## src/rtl/mp_add_seq_pkg.sv

```systemverilog
// Shared definitions for the multi-precision add/subtract sequencer:
// limb width, legal size limit, FSM encoding and an index-width helper.
package mp_add_seq_pkg;

  localparam int LIMB_W    = 64;
  localparam int MAX_WORDS = 16;

  typedef enum logic [1:0] {
    IDLE = 2'd0,
    RUN  = 2'd1,
    DONE = 2'd2
  } state_t;

  // Limb index width: enough to count 0..words-1, never narrower than 1 bit.
  function automatic int idx_width(input int words);
    int w;
    w = $clog2(words);
    return (w < 1) ? 1 : w;
  endfunction

endpackage

```

## src/rtl/mp_add_seq_if.sv

```systemverilog
// Operand/result handshake bundle for mp_add_seq. The master side offers
// operands and consumes results; the slave side is the sequencer.
interface mp_add_seq_if
  import mp_add_seq_pkg::*;
#(
  parameter int WORDS = 4
) ();

  localparam int W = LIMB_W * WORDS;

  logic         in_valid;
  logic         in_ready;
  logic [W-1:0] a;
  logic [W-1:0] b;
  logic         c_in;
  logic         sub;
  logic         out_valid;
  logic         out_ready;
  logic [W-1:0] s;
  logic         c_out;
  logic         ovf;

  modport master (
    output in_valid, a, b, c_in, sub, out_ready,
    input  in_ready, out_valid, s, c_out, ovf
  );

  modport slave (
    input  in_valid, a, b, c_in, sub, out_ready,
    output in_ready, out_valid, s, c_out, ovf
  );

endinterface

```

## src/rtl/mp_add_seq_csa.sv

```systemverilog
// 64-bit carry-select adder: four 16-bit blocks, each precomputing its sum
// for both possible carry-ins; the rippling block carry picks one.
module CSA_64_str (
  input  logic [63:0] a,
  input  logic [63:0] b,
  input  logic        c_in,
  output logic [63:0] s,
  output logic        c_out
);

  localparam int BLK = 16;
  localparam int NB  = 64 / BLK;

  logic [NB:0] blk_cy;

  assign blk_cy[0] = c_in;

  for (genvar g = 0; g < NB; g++) begin : g_blk
    logic [BLK:0] sum0;
    logic [BLK:0] sum1;

    assign sum0 = {1'b0, a[g*BLK +: BLK]} + {1'b0, b[g*BLK +: BLK]};
    assign sum1 = {1'b0, a[g*BLK +: BLK]} + {1'b0, b[g*BLK +: BLK]} + {{BLK{1'b0}}, 1'b1};

    assign s[g*BLK +: BLK] = blk_cy[g] ? sum1[BLK-1:0] : sum0[BLK-1:0];
    assign blk_cy[g+1]     = blk_cy[g] ? sum1[BLK]     : sum0[BLK];
  end

  assign c_out = blk_cy[NB];

endmodule

```

## src/rtl/mp_add_seq.sv

```systemverilog
// Multi-precision adder/subtractor: streams WORDS 64-bit limbs, LS limb
// first, through one 64-bit carry-select adder, keeping the inter-limb carry
// in a register. Subtraction is a + ~b + 1.
module mp_add_seq
  import mp_add_seq_pkg::*;
#(
  parameter int WORDS = 4
) (
  input  logic         clk,
  input  logic         rst,
  mp_add_seq_if.slave  bus
);

  localparam int W     = LIMB_W * WORDS;
  localparam int IDX_W = idx_width(WORDS);

  state_t           state_q, state_d;
  logic [IDX_W-1:0] idx_q, idx_d;
  logic             carry_q, carry_d;
  logic [W-1:0]     a_q, a_d;
  logic [W-1:0]     b_q, b_d;
  logic             sub_q, sub_d;
  logic [W-1:0]     s_q, s_d;
  logic             c_out_q, c_out_d;
  logic             ovf_q, ovf_d;

  logic [LIMB_W-1:0] a_limb;
  logic [LIMB_W-1:0] b_limb;
  logic [LIMB_W-1:0] b_word;
  logic [LIMB_W-1:0] sum;
  logic              cy;
  logic              last_limb;

  // Pick the current limb of each captured operand; invert B for subtract.
  always_comb begin
    a_limb = '0;
    b_limb = '0;
    for (int i = 0; i < WORDS; i++) begin
      if (idx_q == IDX_W'(i)) begin
        a_limb = a_q[i*LIMB_W +: LIMB_W];
        b_limb = b_q[i*LIMB_W +: LIMB_W];
      end
    end
    b_word    = sub_q ? ~b_limb : b_limb;
    last_limb = (idx_q == IDX_W'(WORDS - 1));
  end

  CSA_64_str u_csa (
    .a     (a_limb),
    .b     (b_word),
    .c_in  (carry_q),
    .s     (sum),
    .c_out (cy)
  );

  // Next-state and datapath updates for the IDLE/RUN/DONE sequencer.
  always_comb begin
    state_d = state_q;
    idx_d   = idx_q;
    carry_d = carry_q;
    a_d     = a_q;
    b_d     = b_q;
    sub_d   = sub_q;
    s_d     = s_q;
    c_out_d = c_out_q;
    ovf_d   = ovf_q;
    unique case (state_q)
      IDLE: begin
        if (bus.in_valid) begin
          a_d     = bus.a;
          b_d     = bus.b;
          sub_d   = bus.sub;
          carry_d = bus.sub ? 1'b1 : bus.c_in;
          idx_d   = '0;
          state_d = RUN;
        end
      end
      RUN: begin
        for (int i = 0; i < WORDS; i++) begin
          if (idx_q == IDX_W'(i)) begin
            s_d[i*LIMB_W +: LIMB_W] = sum;
          end
        end
        carry_d = cy;
        if (last_limb) begin
          c_out_d = cy;
          ovf_d   = (a_limb[LIMB_W-1] == b_word[LIMB_W-1]) &&
                    (sum[LIMB_W-1] != a_limb[LIMB_W-1]);
          idx_d   = '0;
          state_d = DONE;
        end else begin
          idx_d = idx_q + IDX_W'(1);
        end
      end
      DONE: begin
        if (bus.out_ready) begin
          state_d = IDLE;
        end
      end
      default: begin
        state_d = IDLE;
      end
    endcase
  end

  // State and datapath registers; reset aborts any operation in flight.
  always_ff @(posedge clk or posedge rst) begin
    if (rst) begin
      state_q <= IDLE;
      idx_q   <= '0;
      carry_q <= 1'b0;
      a_q     <= '0;
      b_q     <= '0;
      sub_q   <= 1'b0;
      s_q     <= '0;
      c_out_q <= 1'b0;
      ovf_q   <= 1'b0;
    end else begin
      state_q <= state_d;
      idx_q   <= idx_d;
      carry_q <= carry_d;
      a_q     <= a_d;
      b_q     <= b_d;
      sub_q   <= sub_d;
      s_q     <= s_d;
      c_out_q <= c_out_d;
      ovf_q   <= ovf_d;
    end
  end

  assign bus.in_ready  = (state_q == IDLE);
  assign bus.out_valid = (state_q == DONE);
  assign bus.s         = s_q;
  assign bus.c_out     = c_out_q;
  assign bus.ovf       = ovf_q;

endmodule

```

## src/flat_wrapper.sv

```systemverilog
// flat-port wrapper written by rule: the top's interface ports become plain ports
module mp_add_seq_flat import mp_add_seq_pkg::*;
#(
  parameter int WORDS = 4
)
  (clk, rst, bus_in_valid, bus_a, bus_b, bus_c_in, bus_sub, bus_out_ready, bus_in_ready, bus_out_valid, bus_s, bus_c_out, bus_ovf);
  mp_add_seq_if #(.WORDS(WORDS)) bus_i ();
  input  logic clk;
  input  logic rst;
  input wire logic [$bits(bus_i.in_valid)-1:0] bus_in_valid;
  input wire logic [$bits(bus_i.a)-1:0] bus_a;
  input wire logic [$bits(bus_i.b)-1:0] bus_b;
  input wire logic [$bits(bus_i.c_in)-1:0] bus_c_in;
  input wire logic [$bits(bus_i.sub)-1:0] bus_sub;
  input wire logic [$bits(bus_i.out_ready)-1:0] bus_out_ready;
  output wire logic [$bits(bus_i.in_ready)-1:0] bus_in_ready;
  output wire logic [$bits(bus_i.out_valid)-1:0] bus_out_valid;
  output wire logic [$bits(bus_i.s)-1:0] bus_s;
  output wire logic [$bits(bus_i.c_out)-1:0] bus_c_out;
  output wire logic [$bits(bus_i.ovf)-1:0] bus_ovf;
  assign bus_i.in_valid = bus_in_valid;
  assign bus_i.a = bus_a;
  assign bus_i.b = bus_b;
  assign bus_i.c_in = bus_c_in;
  assign bus_i.sub = bus_sub;
  assign bus_i.out_ready = bus_out_ready;
  assign bus_in_ready = bus_i.in_ready;
  assign bus_out_valid = bus_i.out_valid;
  assign bus_s = bus_i.s;
  assign bus_c_out = bus_i.c_out;
  assign bus_ovf = bus_i.ovf;
  mp_add_seq #(.WORDS(WORDS)) u_core (.clk(clk), .rst(rst), .bus(bus_i));
endmodule
```

## config.mk

```make
export PLATFORM = sky130hd
export DESIGN_NAME = mp_add_seq_flat
export DESIGN_NICKNAME = d
export VERILOG_FILES = /design/src/rtl/mp_add_seq_pkg.sv /design/src/rtl/mp_add_seq_if.sv /design/src/rtl/mp_add_seq_csa.sv /design/src/rtl/mp_add_seq.sv /design/src/flat_wrapper.sv
export SDC_FILE = /design/constraint.sdc
export NUM_CORES = 2
export LEC_CHECK = 0
export ABC_AREA = 1
export BUFFER_PORTS_ARGS = -buffer_cell sky130_fd_sc_hd__buf_2
export CAP_MARGIN = 40
export CORE_MARGIN = 5
export CORE_UTILIZATION = 39
export CTS_CLUSTER_DIAMETER = 200
export CTS_CLUSTER_SIZE = 8
export DETAILED_ROUTE_END_ITERATION = 6
export SYNTH_ARGS = -nofsm -noshare
export SYNTH_HDL_FRONTEND = slang
export SYNTH_SLANG_ARGS = --single-unit
```

## constraint.sdc

```tcl
create_clock -name clk -period 39.4 [get_ports clk]
set_input_delay 7.88 -clock clk [delete_from_list [all_inputs] [get_ports clk]]
set_output_delay 7.88 -clock clk [all_outputs]
set_load 0.01 [all_outputs]
```

-- Word-level counts from Yosys, hierarchy flattened
Cells that the tools add are included.
- bitwise logic cells: 1
- equal/unequal tests: 10
- add/subtract/negate cells: 9
- reduce and logical (&&, ||, !) cells: 11
- mux-type cells: 27
- operators with widths (operator ; count):
    64-bit 2-to-1 mux ; 9
    16-bit by 16-bit adder with 17-bit output ; 4
    17-bit by 1-bit adder with 17-bit output, second input constant ; 4
    16-bit 2-to-1 mux ; 4
    64-bit NOT ; 1
    2-bit AND reduction ; 6
    2-bit 2-to-1 mux ; 5
    2-bit equality test, second input constant ; 3
    1-bit 2-to-1 mux ; 6
    2-bit case mux with 3 select lines ; 1
    2-bit by 1-bit equality test with 1-bit output, second input constant ; 2
    2-bit logical NOT ; 2
    2-bit != test, second input constant ; 2
    2-bit case mux with 2 select lines ; 1
    3-bit AND reduction ; 1
    2-bit by 1-bit adder with 2-bit output, second input constant ; 1
    2-bit by 1-bit != test with 1-bit output, second input constant ; 1
    1-bit case mux with 2 select lines ; 1
    2-bit nonzero test ; 1
    1-bit equality test ; 1
    1-bit logical AND ; 1
    1-bit != test ; 1
- output and inout bits: 260
- register bits: 776
- input bits: 518
- word-level logic and storage cells: 70

-- Depth between registers and ports, before layout
- depth after elaboration: 15
- depth in mapped cells: 37
- mapped depth without buffers: 34

-- Cells and area by module
From an unflattened synthesis, not the netlist that was laid out.
- cells, all modules: 4990
- area total of the unflattened synthesis: 39092.5 um2
- modules (own cells, without submodules) (module ; sequential area each (um2) ; area each (um2) ; times used ; cells each):
    mp_add_seq ; 19418.6 ; 33208.1 ; 1 ; 3891
    CSA_64_str ; 0.0 ; 5884.4 ; 1 ; 1099

-- Least setup slack after synthesis
Ideal clock, no wire load.
- path type: input to register
- start point: input port bus_in_valid
- end point: register u_core.a_q[0]
- setup time: 0.066 ns
- slack: 30.420 ns
- cell stages on the path: 6
- path buffers: 3
- arrival: 8.914 ns
- data required time: 39.334 ns
- cell sequence: nand2_1 clkbuf_1 clkbuf_1 clkbuf_1 nand2_1 nand2_1
- cells in the longest elaborated chain, start to end: 1
- RTL lines (element ; RTL line ; RTL):
    start: declaration ; flat_wrapper.sv:10 ; input wire logic [$bits(bus_i.in_valid)-1:0] bus_in_valid;
    2-bit AND reduction (no source line) ; -- ;
    end signal: assignment ; mp_add_seq.sv:112 ; a_q <= '0;
    end signal: assignment ; mp_add_seq.sv:122 ; a_q <= a_d;
    end: declaration ; mp_add_seq.sv:20 ; logic [W-1:0] a_q, a_d;
Every way passes these cells.
A chain may end at the register's enable or synchronous reset.

-- Final worst setup path
- start point: input port bus_in_valid
- end point: register u_core.b_q[22]
- cells in the longest elaborated chain, start to end: 1
- RTL lines (element ; RTL line ; RTL):
    2-bit AND reduction (no source line) ; -- ;
    end signal: assignment ; mp_add_seq.sv:113 ; b_q <= '0;
    end signal: assignment ; mp_add_seq.sv:123 ; b_q <= b_d;
    end: declaration ; mp_add_seq.sv:21 ; logic [W-1:0] b_q, b_d;
Every way passes these cells.

==> out/results.tsv <==
stage	metric	value	unit
run	drv_cap	0	
logic_synthesis	avgSynthCellArea	7.56	um^2
critical_path	startpoint	bus_in_valid	
sta	finalSetupTns	0	ns
sta	setup_viol	0	
critical_path	worstPathCellList	buf_2 -> nand2_4 -> inv_8 -> buf_4 -> buf_4 -> buf_16 -> buf_4 -> o21ai_0	
cells_and_area	multi_input_area	17200	um^2
global_routing	antenna_found_initial	19	
floorplanning	core	99700	um^2
critical_path	crit_family	buffers and inverters	
logic_synthesis	ys.flop_type	dfrtp_1	
cells_and_area	fillers	10075	
critical_path	cp_max_fo	145	
critical_path	timing.rr.start	u_core.idx_q[0]	
drt	ant_nets	0	
cells_and_area	seqCellArea	19400	um^2
critical_path	crit_top_cell	buf_4	
cts	tritoncts	yes	
sta	hold_violations	0	
sta	worstMarginPinSlew	1.26	ns
global_routing	grt_pass1_wl	220000	um
sta	max_freq	89.6	MHz
global_routing	grt_pass1_vias	35493	
cts	postCtsHoldBufs	0	
cts	cts-resized-gates	0	
cts	path_clk_slew	0.05	ns
drt	wirelength	148000	um
drt	detail_route.drc_violations	0	
cts	worstSkewPairLatency	0.71	ns
cts	htreeDepth	3	
floorplanning	initial_core_util	0.391	
cts	clock_sinks	776	
cts	cts-root-buf	clkbuf_16	
drt	drt_iter0_drc	2921	
cts	clockBufferDepth	3	
status	status	complete, no violations	
logic_synthesis	synthCells	5159	
critical_path	critPathMaxStageDelay	0.82	ns
logic_synthesis	synth-edff-count	0	
sta	fin_crit_sh	0.283	
drt	vias_per_cell	5.05	
place	hpwl	108000	um
global_routing	overflow	0	
drt	vias	36065	
critical_path	cp.required	39.92	ns
global_routing	grt_max_degree	232	
cells_and_area	layout.nets	6428	
sta	min_period	11.17	ns
logic_synthesis	async_reset_ff_frac	1.00	
cts	postCtsSetupBuffers	0	
critical_path	path_buf_inv	6	
sta	clock-skew-final	0.0594	ns
critical_path	criticalPathCategory	primary input to register	
min_path	hp-class	register to register	
floorplanning	die_area	106000	um^2
logic_synthesis	ys_warn_count	0	
sta	max_slew_margin	0.162	
place	io_buffers	777	
min_path	min_from	u_core.bus.s[65]	
critical_path	cp-end-kind	register	
sta	slew_viol_final	0	
place	place_congestion	0.895	
critical_path	arrival	11.69	ns
logic_synthesis	synth_fp_nets	5753	
cells_and_area	syn2layout_area_growth	20.5	%
logic_synthesis	netlist.area_leader.share	0.498	
cts	cts_buffers	106	
cells_and_area	final_layout_size_suffix_gt1_frac	0.178	
floorplanning	fp.dieW	326	um
critical_path	r2r_setup_slack	32.66	ns
cells_and_area	layout_commonest_cell	nand2_1	
logic_synthesis	synth_cell_types	48	
logic_synthesis	ys_ff_latch	776	
logic_synthesis	synth_area	39000	um^2
drt	first_pass_iters	5	
cells_and_area	final_cell_mix	2390 x nand2_1, 782 x buf_2, 775 x dfrtp_1, 406 x o21ai_0, 346 x inv_1	
critical_path	startpoint_type	primary input	
sta	rsz0062_at_grt	no	
floorplanning	die_h	326	um
logic_synthesis	yosys.area.top_type	dfrtp_1	
logic_synthesis	synth.area.top_cells	dfrtp_1 50%, nand2_1 23%, o21ai_0 5.2%, inv_1 3.4%, a21oi_1 3.0%	
floorplanning	boundaryPins	778	
critical_path	critical-path-slowest-cell	buf_4	
drt	avgRoutedWirePerCell	20.7	um
floorplanning	core.rowCount	116	
logic_synthesis	synth-seq-area-share	0.498	
global_routing	track_usage	0.269	
## flip-flops by register name (all words and copies together), names as in the netlist
name and cells:
u_core.a_q 256, u_core.b_q 256, u_core.bus.c_out 1, u_core.bus.ovf 1
u_core.bus.s 256, u_core.carry_q 1, u_core.idx_q 2, u_core.state_q 2
u_core.sub_q 1
## path summary, 6_finish.rpt
| kind | end | cells past startpoint |
|---|---|---|
| setup / recovery | u_core.b_q[22] | 8 |
| hold / removal | u_core.bus.s[65] | 2 |
| setup reg to reg | u_core.bus.s[177] | 24 |
| hold reg to reg | u_core.bus.s[65] | 2 |
| max in group asynchronous | u_core.b_q[24] | 10 |
| min in group asynchronous | u_core.a_q[51] | 2 |
## layout make-up
cell class | instances | share of cell area
inverters | 361 | 0.0294
repair buffers | 835 | 0.0967
multi-input cells | 3754 | 0.367
clock inverters | 4 | 0.00152
diodes | 10 | 0.000532
clock buffers | 109 | 0.0576
well taps | 1298 | 0.0345
flip-flops and latches | 776 | 0.413
## per-stage QoR
stage | std cells | hold WS, ns | util | area (um^2) | setup WS [ns]
final | 7147 | 0.465 | 0.471 | 47000 | 28.23
after global routing | 7143 | 0.483 | 0.471 | 47000 | 27.89
after CTS | 7137 | 0.466 | 0.471 | 47000 | 28.24
after detailed placement | 7024 | 0.453 | 0.443 | 44200 | 27.51
after global placement | 7003 | 0.452 | 0.440 | 43900 | 27.31
after floorplan | 5159 | 0.444 | - | 39000 | 9.74
## layer usage
| metal | global-route usage | routed length [um] | vias up | part of all wire |
|---|---|---|---|---|
| li1 | - | - | 17466 | - |
| met1 | 0.361 | 63700 | 17092 | 0.43 |
| met2 | 0.443 | 69600 | 1253 | 0.47 |
| met3 | 0.0458 | 8710 | 246 | 0.059 |
| met4 | 0.0971 | 5580 | 8 | 0.038 |
| met5 | 0 | 46 | - | 0.00031 |
## tightest hold or removal path, delay by kind of cell, from the launching register on
| family | cells | cell delay [ns] |
|---|---|---|
| flip-flops | 1 | 0.34 |
| AND/OR/NAND/NOR | 2 | 0.09 |
## synthesized netlist by cell type, types with 3 or more instances
cell / n
xor2_2: 8
o211ai_1: 64
and2_1: 7
dlygate4sd3_1: 4
o21ai_1: 6
clkbuf_1: 234
inv_1: 349
nand3_2: 4
inv_2: 10
a21o_1: 3
o21ai_2: 8
xor2_1: 111
buf_4: 4
buf_1: 20
o31ai_1: 4
nor3_1: 19
buf_6: 3
nand4_1: 22
nor2_1: 156
nand3_1: 168
o21ai_0: 406
xnor2_1: 10
dfrtp_1: 776
nand2_1: 2393
a21oi_1: 231
ha_1: 72
nand2_4: 6
fa_1: 4
nor2_2: 13
nand2_2: 20
## kinds of logic (layout without fill, tap and decap cells)
| family | count (synthesis) | in the layout | synth area share |
|---|---|---|---|
| simple gates | 2819 | 2819 | 0.284 |
| flops | 776 | 776 | 0.498 |
| compound gates | 729 | 729 | 0.0994 |
| buf+inv | 629 | 1309 | 0.0627 |
| xor+xnor | 130 | 130 | 0.0309 |
| fa+ha+maj | 76 | 76 | 0.0251 |
| other cells | 0 | 10 | 0 |
Power is left out: the tool's default activity adds up to more than one toggle a clock period on the data nets, which glitch-free logic cannot reach.
